[src/rtl/div_pkg.sv]
// rtl/div_pkg.sv - constants shared by the M/N divider and its output monitor
// Holds the window length, expected edge count, legal period range, lock depth
// and the common counter width/type.
package div_pkg;
    localparam int CW = 8;
    typedef logic [CW-1:0] cnt_t;

    localparam int unsigned WIN       = 22;
    localparam int unsigned EXP_EDGES = 10;
    localparam int unsigned MIN_PER   = 2;
    localparam int unsigned MAX_PER   = 4;
    localparam int unsigned LOCK_WINS = 2;
endpackage

[src/rtl/div_clk_monitor_if.sv]
// rtl/div_clk_monitor_if.sv - signal bundle between divider-side stimulus and the monitor
// Inputs to monitor : div_clk (divider output), en (monitor enable), clr (sticky clear)
// Outputs of monitor: period_last, edge_cnt, win_done, period_err, count_err, locked
interface div_clk_monitor_if;
    logic               div_clk;
    logic               en;
    logic               clr;
    div_pkg::cnt_t      period_last;
    div_pkg::cnt_t      edge_cnt;
    logic               win_done;
    logic               period_err;
    logic               count_err;
    logic               locked;

    modport master (
        output div_clk, en, clr,
        input  period_last, edge_cnt, win_done, period_err, count_err, locked
    );

    modport slave (
        input  div_clk, en, clr,
        output period_last, edge_cnt, win_done, period_err, count_err, locked
    );
endinterface

[src/rtl/edge_period_meter.sv]
// rtl/edge_period_meter.sv - rising-edge detect and period measurement of div_clk
// clk_in/rst      : source clock, async active-low reset
// div_clk_i       : divider output, a flop on clk_in, so sampled directly
// en_i            : low forces the counter and first-rise state to zero
// rise_o          : combinational rising-edge strobe for the current cycle
// per_evt_o       : illegal period or stuck clock detected this cycle
// period_last_o   : most recent measured period in clk_in cycles
module edge_period_meter
    import div_pkg::*;
(
    input  logic clk_in,
    input  logic rst,
    input  logic div_clk_i,
    input  logic en_i,
    output logic rise_o,
    output logic per_evt_o,
    output cnt_t period_last_o
);
    localparam cnt_t MIN_C   = cnt_t'(MIN_PER);
    localparam cnt_t MAX_C   = cnt_t'(MAX_PER);
    localparam cnt_t STUCK_C = cnt_t'(MAX_PER + 1);
    localparam cnt_t ONE_C   = cnt_t'(1);

    logic div_q;
    cnt_t per_cnt_q, per_cnt_d;
    cnt_t period_last_q, period_last_d;
    logic first_rise_q, first_rise_d;
    logic rise, evt;

    assign rise = div_clk_i & ~div_q;

    always_comb begin
        per_cnt_d     = per_cnt_q;
        period_last_d = period_last_q;
        first_rise_d  = first_rise_q;
        evt           = 1'b0;
        if (!en_i) begin
            per_cnt_d    = '0;
            first_rise_d = 1'b0;
        end else if (rise) begin
            // per_cnt restarts at 1 so that at the next rise it equals the period.
            per_cnt_d    = ONE_C;
            first_rise_d = 1'b1;
            if (first_rise_q) begin
                period_last_d = per_cnt_q;
                evt           = (per_cnt_q < MIN_C) || (per_cnt_q > MAX_C);
            end
        end else begin
            if (per_cnt_q != '1) begin
                per_cnt_d = per_cnt_q + ONE_C;
            end
            // Matching exactly MAX+1 flags a stuck clock once, not every cycle.
            evt = first_rise_q && (per_cnt_q == STUCK_C);
        end
    end

    always_ff @(posedge clk_in or negedge rst) begin
        if (!rst) begin
            div_q         <= 1'b0;
            per_cnt_q     <= '0;
            period_last_q <= '0;
            first_rise_q  <= 1'b0;
        end else begin
            div_q         <= div_clk_i;
            per_cnt_q     <= per_cnt_d;
            period_last_q <= period_last_d;
            first_rise_q  <= first_rise_d;
        end
    end

    assign rise_o        = rise;
    assign per_evt_o     = evt;
    assign period_last_o = period_last_q;
endmodule

[src/rtl/div_clk_monitor.sv]
// rtl/div_clk_monitor.sv - window edge counting, sticky errors and lock for the M/N divider output
// clk_in/rst : source clock shared with the divider, async active-low reset
// mon        : slave side of div_clk_monitor_if (div_clk/en/clr in; status out)
module div_clk_monitor
    import div_pkg::*;
(
    input  logic             clk_in,
    input  logic             rst,
    div_clk_monitor_if.slave mon
);
    localparam cnt_t WIN_LAST = cnt_t'(WIN - 1);
    localparam cnt_t EXP_C    = cnt_t'(EXP_EDGES);
    localparam cnt_t LOCK_C   = cnt_t'(LOCK_WINS);
    localparam cnt_t ONE_C    = cnt_t'(1);

    if (WIN == 0 || WIN > 255 || EXP_EDGES > WIN) begin : g_cfg_check
        $error("div_clk_monitor: WIN must be 1..255 and EXP_EDGES <= WIN");
    end

    cnt_t win_cnt_q, win_cnt_d;
    cnt_t edge_acc_q, edge_acc_d;
    cnt_t edge_cnt_q, edge_cnt_d;
    cnt_t clean_cnt_q, clean_cnt_d;
    logic first_win_q, first_win_d;
    logic win_evt_q, win_evt_d;
    logic period_err_q, period_err_d;
    logic count_err_q, count_err_d;
    logic locked_q, locked_d;

    logic rise, per_evt, wrap, cnt_evt;
    cnt_t close_cnt, period_last;

    edge_period_meter u_meter (
        .clk_in        (clk_in),
        .rst           (rst),
        .div_clk_i     (mon.div_clk),
        .en_i          (mon.en),
        .rise_o        (rise),
        .per_evt_o     (per_evt),
        .period_last_o (period_last)
    );

    assign wrap      = mon.en && (win_cnt_q == WIN_LAST);
    // A rise in the wrap cycle belongs to the window that is closing.
    assign close_cnt = edge_acc_q + cnt_t'(rise);
    assign cnt_evt   = wrap && first_win_q && (close_cnt != EXP_C);

    always_comb begin
        win_cnt_d   = win_cnt_q;
        edge_acc_d  = edge_acc_q;
        edge_cnt_d  = edge_cnt_q;
        clean_cnt_d = clean_cnt_q;
        first_win_d = first_win_q;
        win_evt_d   = win_evt_q;
        // A new error beats a simultaneous clear.
        period_err_d = per_evt | (period_err_q & ~mon.clr);
        count_err_d  = cnt_evt | (count_err_q & ~mon.clr);
        if (!mon.en) begin
            win_cnt_d   = '0;
            edge_acc_d  = '0;
            clean_cnt_d = '0;
            first_win_d = 1'b0;
            win_evt_d   = 1'b0;
        end else begin
            win_cnt_d  = wrap ? '0 : win_cnt_q + ONE_C;
            edge_acc_d = wrap ? '0 : close_cnt;
            win_evt_d  = wrap ? 1'b0 : (win_evt_q | per_evt);
            if (wrap) begin
                edge_cnt_d  = close_cnt;
                first_win_d = 1'b1;
            end
            if (per_evt) begin
                clean_cnt_d = '0;
            end else if (wrap && first_win_q) begin
                if (cnt_evt || win_evt_q) begin
                    clean_cnt_d = '0;
                end else if (clean_cnt_q != LOCK_C) begin
                    clean_cnt_d = clean_cnt_q + ONE_C;
                end
            end
        end
        locked_d = (clean_cnt_d == LOCK_C);
    end

    always_ff @(posedge clk_in or negedge rst) begin
        if (!rst) begin
            win_cnt_q    <= '0;
            edge_acc_q   <= '0;
            edge_cnt_q   <= '0;
            clean_cnt_q  <= '0;
            first_win_q  <= 1'b0;
            win_evt_q    <= 1'b0;
            period_err_q <= 1'b0;
            count_err_q  <= 1'b0;
            locked_q     <= 1'b0;
        end else begin
            win_cnt_q    <= win_cnt_d;
            edge_acc_q   <= edge_acc_d;
            edge_cnt_q   <= edge_cnt_d;
            clean_cnt_q  <= clean_cnt_d;
            first_win_q  <= first_win_d;
            win_evt_q    <= win_evt_d;
            period_err_q <= period_err_d;
            count_err_q  <= count_err_d;
            locked_q     <= locked_d;
        end
    end

    assign mon.period_last = period_last;
    assign mon.edge_cnt    = edge_cnt_q;
    assign mon.win_done    = wrap;
    assign mon.period_err  = period_err_q;
    assign mon.count_err   = count_err_q;
    assign mon.locked      = locked_q;
endmodule

[src/flat_wrapper.sv]
// flat-port wrapper written by rule: the top's interface ports become plain ports
module div_clk_monitor_flat import div_pkg::*;
  (clk_in, rst, mon_div_clk, mon_en, mon_clr, mon_period_last, mon_edge_cnt, mon_win_done, mon_period_err, mon_count_err, mon_locked);
  div_clk_monitor_if mon_i ();
  input  logic clk_in;
  input  logic rst;
  input wire logic [$bits(mon_i.div_clk)-1:0] mon_div_clk;
  input wire logic [$bits(mon_i.en)-1:0] mon_en;
  input wire logic [$bits(mon_i.clr)-1:0] mon_clr;
  output wire logic [$bits(mon_i.period_last)-1:0] mon_period_last;
  output wire logic [$bits(mon_i.edge_cnt)-1:0] mon_edge_cnt;
  output wire logic [$bits(mon_i.win_done)-1:0] mon_win_done;
  output wire logic [$bits(mon_i.period_err)-1:0] mon_period_err;
  output wire logic [$bits(mon_i.count_err)-1:0] mon_count_err;
  output wire logic [$bits(mon_i.locked)-1:0] mon_locked;
  assign mon_i.div_clk = mon_div_clk;
  assign mon_i.en = mon_en;
  assign mon_i.clr = mon_clr;
  assign mon_period_last = mon_i.period_last;
  assign mon_edge_cnt = mon_i.edge_cnt;
  assign mon_win_done = mon_i.win_done;
  assign mon_period_err = mon_i.period_err;
  assign mon_count_err = mon_i.count_err;
  assign mon_locked = mon_i.locked;
  div_clk_monitor u_core (.clk_in(clk_in), .rst(rst), .mon(mon_i));
endmodule
[config.mk]
export PLATFORM = sky130hd
export DESIGN_NAME = div_clk_monitor_flat
export DESIGN_NICKNAME = d
export VERILOG_FILES = /design/src/rtl/div_pkg.sv /design/src/rtl/div_clk_monitor_if.sv /design/src/rtl/edge_period_meter.sv /design/src/rtl/div_clk_monitor.sv /design/src/flat_wrapper.sv
export SDC_FILE = /design/constraint.sdc
export NUM_CORES = 1
export LEC_CHECK = 0
export ABC_AREA = 0
export ABC_CLOCK_PERIOD_IN_PS = 5900
export BUFFER_PORTS_ARGS = -buffer_cell sky130_fd_sc_hd__buf_2
export CORE_MARGIN = 4
export CORE_UTILIZATION = 63
export DETAILED_ROUTE_END_ITERATION = 12
export PLACE_DENSITY_LB_ADDON = 0.15
export SLEW_MARGIN = 20
export SYNTH_ARGS = -nofsm -noshare
export SYNTH_HDL_FRONTEND = slang
export SYNTH_SLANG_ARGS = --single-unit
[constraint.sdc]
create_clock -name clk_in -period 5.9 [get_ports clk_in]
set_input_delay 0.59 -clock clk_in [delete_from_list [all_inputs] [get_ports clk_in]]
set_output_delay 0.59 -clock clk_in [all_outputs]
set_load 0.1 [all_outputs]
Word level (Yosys, flattened, before mapping):

Cells that the tools add are included.

* output and inout bits: 20
* bits of input ports: 5
* register bits: 55

* bitwise gates (word level): 8
* $lt $le $gt $ge: 2
* reductions and logical operators: 8
* add/sub/neg operators: 4
* multiplexer cells: 21
* equality and inequality tests: 9

Operator list (count)
* two-way mux 8 bit: 12
* adder 8 x 1 -> 8 bit (second input constant): 3
* two-way mux 1 bit: 9
* adder 8 x 1 -> 8 bit: 1
* equality test 8 x 2 -> 1 bit (second input constant): 1
* equality test 8 x 3 -> 1 bit (second input constant): 1
* equality test 8 x 5 -> 1 bit (second input constant): 1
* greater-than comparator 8 x 3 -> 1 bit (second input constant): 1
* less-than comparator 8 x 2 -> 1 bit (second input constant): 1
* inequality test 8 x 2 -> 1 bit (second input constant): 1
* inequality test 8 x 4 -> 1 bit (second input constant): 1
* inequality test 8 bit (second input constant): 1
* logical AND 1 bit: 4
* inequality test 2 x 1 -> 1 bit (second input constant): 2
* bitwise AND 1 bit: 3
* inequality test 3 x 1 -> 1 bit (second input constant): 1
* OR 1 bit: 3
* AND reduction 3 bit: 1
* logical OR 1 bit: 2
* NOT 1 bit: 2
* AND reduction 2 bit: 1

Depth between registers and ports, before layout:

* word-level depth: 11
* mapped depth: 9

Cells and area by module:

Synthesis repeated with hierarchy kept, for this count alone.

* cells, all modules: 269
* area, all modules: 2745.1 um^2

Modules (own cells, without submodules)
* div_clk_monitor: area each 1904.3 um^2, instances 1, cells each 192, sequential area each 925.9 um^2
* edge_period_meter: area each 840.8 um^2, instances 1, cells each 77, sequential area each 450.4 um^2

Worst setup path after synthesis:

OpenSTA, ideal clock, no wires.

* kind: input to register
* start point: input port mon_div_clk
* end point: register u_core.locked_q (netlist: u_core.mon.locked)
* library setup time: 0.122 ns
* arrival: 2.406 ns
* stages: 9
* path buffers: 1
* setup slack: 3.372 ns
* path through: nor2b_1 > clkbuf_1 > ha_1 > ha_1 > or4b_1 > o21ai_0 > and3b_2 > o21ai_4 > o2111a_1

* word-level cells in the longest chain between the ends: 10
* elaborated cells on any way between the ends: 12
* those cells by class: add/sub: 1; eq/ne: 2; mux: 6; bitwise: 1; reduce/logical: 2

RTL lines
* start: declaration: RTL line flat_wrapper.sv:7 `input wire logic [$bits(mon_i.div_clk)-1:0] mon_div_clk;`
* bitwise AND 1 bit *: RTL line edge_period_meter.sv:30 `assign rise = div_clk_i & ~div_q;`
* adder 8 x 1 -> 8 bit: RTL line div_clk_monitor.sv:45 `assign close_cnt = edge_acc_q + cnt_t'(rise);`
* inequality test 8 x 4 -> 1 bit: RTL line div_clk_monitor.sv:46 `assign cnt_evt = wrap && first_win_q && (close_cnt != EXP_C);`
* logical AND 1 bit: RTL line div_clk_monitor.sv:46
* logical OR 1 bit: RTL line div_clk_monitor.sv:75 `if (cnt_evt || win_evt_q) begin`
* two-way mux 8 bit: RTL line div_clk_monitor.sv:75
* two-way mux 8 bit: RTL line div_clk_monitor.sv:74 `end else if (wrap && first_win_q) begin`
* two-way mux 8 bit *: RTL line div_clk_monitor.sv:72 `if (per_evt) begin`
* two-way mux 8 bit *: RTL line div_clk_monitor.sv:58 `if (!mon.en) begin`
* equality test 8 x 2 -> 1 bit *: RTL line div_clk_monitor.sv:82 `locked_d = (clean_cnt_d == LOCK_C);`
* net u_core.locked_d: RTL line div_clk_monitor.sv:28 `logic locked_q, locked_d;`
* end signal: assignment: RTL line div_clk_monitor.sv:105 `locked_q <= locked_d;`
* end: declaration: RTL line div_clk_monitor.sv:28

The timed path passes the listed nets; every way through them passes the cells marked *.
A chain may end at the register's enable or synchronous reset.

Final worst setup path:

* start point: register u_core.win_cnt_q[1]
* end point: output port mon_win_done

* word-level cells in the longest chain between the ends: 2

RTL lines
* start: declaration: RTL line div_clk_monitor.sv:20 `cnt_t win_cnt_q, win_cnt_d;`
* start signal: assignment: RTL line div_clk_monitor.sv:97 `win_cnt_q <= win_cnt_d;`
* equality test 8 x 5 -> 1 bit: RTL line div_clk_monitor.sv:43 `assign wrap = mon.en && (win_cnt_q == WIN_LAST);`
* logical AND 1 bit: RTL line div_clk_monitor.sv:43
* end: declaration: RTL line flat_wrapper.sv:12 `output wire logic [$bits(mon_i.win_done)-1:0] mon_win_done;`

Every way passes these cells.

==> results.yml <==
run:
  max_cap_violations: 0
timing:
  min_period_ps: 3080
  fmax_ghz: 0.325
  tightest_slew_ps: 673
  fin_crit_sh_pct: 52.2
  rsz0062_at_grt: "no"
  fin_hold_ws_ps: 384
  relSlewSlack_pct: 55.2
  skew_ps: 8.41
  finalHoldViolCount: 0
  slew_violations: 0
  worst_slack_ps: 2820
  setup_viol: 0
  fin_tns_setup_ps: 0
die:
  die_x_um: 74.0
  die-height_um: 74.0
  boundaryPins: 25
  dieArea_um2: 5480
  core_um2: 4120
  start_util_pct: 66.8
  fp-row-count: 23
clock_network:
  ctsResizeCount: 0
  clk_path_buf_depth: 2
  cts_buffers: 5
  cts_tree: "built"
  post_cts.repair.setup_buffers: 0
  cts_hold_buf: 0
  cts-htree-levels: 2
  numClockSinks: 55
  clock-root-buffer: "clkbuf_8"
  clk_latency_ps: 310
  path_clk_slew_ps: 90
global_routing:
  grt_pass1_wl_um: 8830
  grt_pass1_vias: 1976
  grt_util_all_layers_pct: 20.8
  grt_max_degree: 56
  overflow: 0
  antenna_found_initial: 0
synth:
  synth_edf_count: 0
  ys_ff_latch: 55
  synth_warnings: 0
  yosysSeqAreaShare_pct: 50.1
  syn_area_um2: 2750
  synth_nets: 283
  synthArstFlopShare_pct: 100
  syn_inst: 269
  synthFlopType: "dfrtp_1"
  syn_area_per_cell_um2: 10.2
  synth_cell_types: 57
power:
  p_sw_mw: 0.181
  p_leak_nw: 1.44
  seqPwrFrac_pct: 55.4
  pwr-share-clk_pct: 35.6
  intPower_mw: 0.527
  power_switching_share_pct: 25.6
  combPwrFrac_pct: 9.0
  peakVddDrop_mv: 0.172
  pwr_density_cell_nw_per_um2: 235
route:
  vias: 1980
  drc: 0
  antenna_left: 0
  totalWireLength_um: 5060
  first_iter_violations: 120
  drtPass1Iterations: 4
  wire_per_inst_um: 14.7
  post_drt_via_cell_ratio: 5.74
setup_path:
  crit_fanout: 17
  end_kind: "primary output"
  crit_required_ps: 5310
  startpoint_type: "flop"
  criticalPathCategory: "reg -> out"
  worstPathArrival_ps: 2490
place:
  placed_area_um2: 2890
  place_hpwl_um: 3660
  gp_congestion: 0.818
  port_buffers: 24
  dp_slack_ps: 3170
  place_inst: 337
layout:
  design_area_um2: 3010
  drive_gt1_share_pct: 19.3
  final_cell_mix: "dfrtp_1, nor2_1, nand2_1, buf_2, o21ai_0"
  nets: 308
  layout_commonest_cell: "dfrtp_1"
  insertedDiodeCount: 0
  syn2layout_area_growth_pct: 9.52
  final_cell_count_no_fill: 345
run_status:
  outcome: "complete, no violations"
hold_path:
  hold_path_class: "in -> async"
cell families after synthesis:
family,after synthesis,share of synthesized area [%]
adders and majority gates,9,4.10
and+or+nand+nor,110,21.0
buffers and inverters,22,3.69
AOI/OAI and AO/OA,48,12.5
xor gates and xnor gates,17,5.42
DFF,55,50.1
muxes,8,3.23
power groups by stage:
stage          clock [mW]  sequential (mW)  combinational (mW)
2_1_floorplan           0            0.422              0.0229
3_3_place_gp            0            0.399              0.0637
4_1_cts             0.255            0.392              0.0651
5_1_grt             0.273            0.394              0.0696
3_5_place_dp            0            0.400              0.0649
6_report            0.252            0.392              0.0640
stage by stage:
step / power [mW] / utilization, %
after floorplan: 0.445 / -
after global placement: 0.463 / 70.3
after detailed placement: 0.465 / 70.3
after CTS: 0.712 / 73.1
after global routing: 0.736 / 73.1
final: 0.709 / 73.1
area by class of cell:
| class | count | area (um2) |
|---|---|---|
| flip-flops and latches | 55 | 1380 |
| multi-input cells | 192 | 1270 |
| fillers | 312 | 1110 |
| repair buffers | 25 | 128 |
| clock buffers | 5 | 68.8 |
| well taps | 50 | 62.6 |
| inverters | 15 | 57.6 |
| clock inverters | 3 | 46.3 |
worst max-delay path: stages, from the launching register on:
cell and delay [ps]:
dfrtp_1 410, inv_1 70, ha_1 140, or4b_4 500, nor3_2 250, nand2_2 240, clkinv_2 130, buf_2 430
per-layer routing:
| layer | global-route usage, % | share of wire, % | vias to the layer above |
|---|---|---|---|
| li1 | - | - | 980 |
| met3 | 4.05 | 4.0 | 6 |
| met5 | 0 | 0 | - |
| met4 | 5.84 | 0.79 | 0 |
| met1 | 28.2 | 45 | 953 |
| met2 | 34.3 | 50 | 41 |
registers in the layout, summed over array words and instances, names as in the netlist, 8 cells and up:
register	cells
u_core.clean_cnt_q	8
u_core.edge_acc_q	8
u_core.u_meter.per_cnt_q	8
u_core.win_cnt_q	8
u_core.u_meter.period_last_o	8
u_core.mon.edge_cnt	8
path summary, 6_finish.rpt:
kind / depth (start not counted) / startpoint / slack, ps / end
worst max-delay path: 7 / u_core.win_cnt_q[1] / 2820 / mon_win_done
worst min-delay path: 2 / rst / 380 / u_core.clean_cnt_q[5]
worst max register to register: 9 / u_core.win_cnt_q[1] / 3560 / u_core.mon.locked
worst min register to register: 2 / u_core.u_meter.period_last_o[1] / 480 / u_core.u_meter.period_last_o[1]
max in group asynchronous: 2 / rst / 5050 / u_core.clean_cnt_q[2]
min in group clk_in: 1 / mon_div_clk / 390 / u_core.u_meter.div_q
Yosys cell counts, types with 2 or more instances:
library cell | number | area (um2)
o21ai_0 | 17 | 85.1
ha_1 | 9 | 113
mux2_2 | 7 | 78.8
nand3_1 | 13 | 65.1
a211oi_1 | 3 | 22.5
or3_1 | 3 | 18.8
nand2_1 | 24 | 90.1
o22ai_1 | 2 | 12.5
nor2b_1 | 2 | 12.5
nor3_1 | 8 | 40.0
buf_6 | 2 | 22.5
nand2b_1 | 2 | 12.5
a21oi_1 | 5 | 25.0
o211ai_1 | 2 | 15.0
buf_2 | 2 | 10.0
o21a_1 | 3 | 22.5
nor2_1 | 31 | 116
xor2_1 | 9 | 78.8
and3_1 | 4 | 25.0
nand4_1 | 2 | 12.5
xnor2_1 | 8 | 70.1
and2_1 | 2 | 12.5
o211ai_2 | 3 | 37.5
or2_1 | 2 | 12.5
a2bb2oi_1 | 2 | 17.5
dfrtp_1 | 55 | 1380
inv_1 | 14 | 52.6
o31a_1 | 2 | 17.5
clkbuf_1 | 3 | 11.3
(Power assumes the default switching activity.)
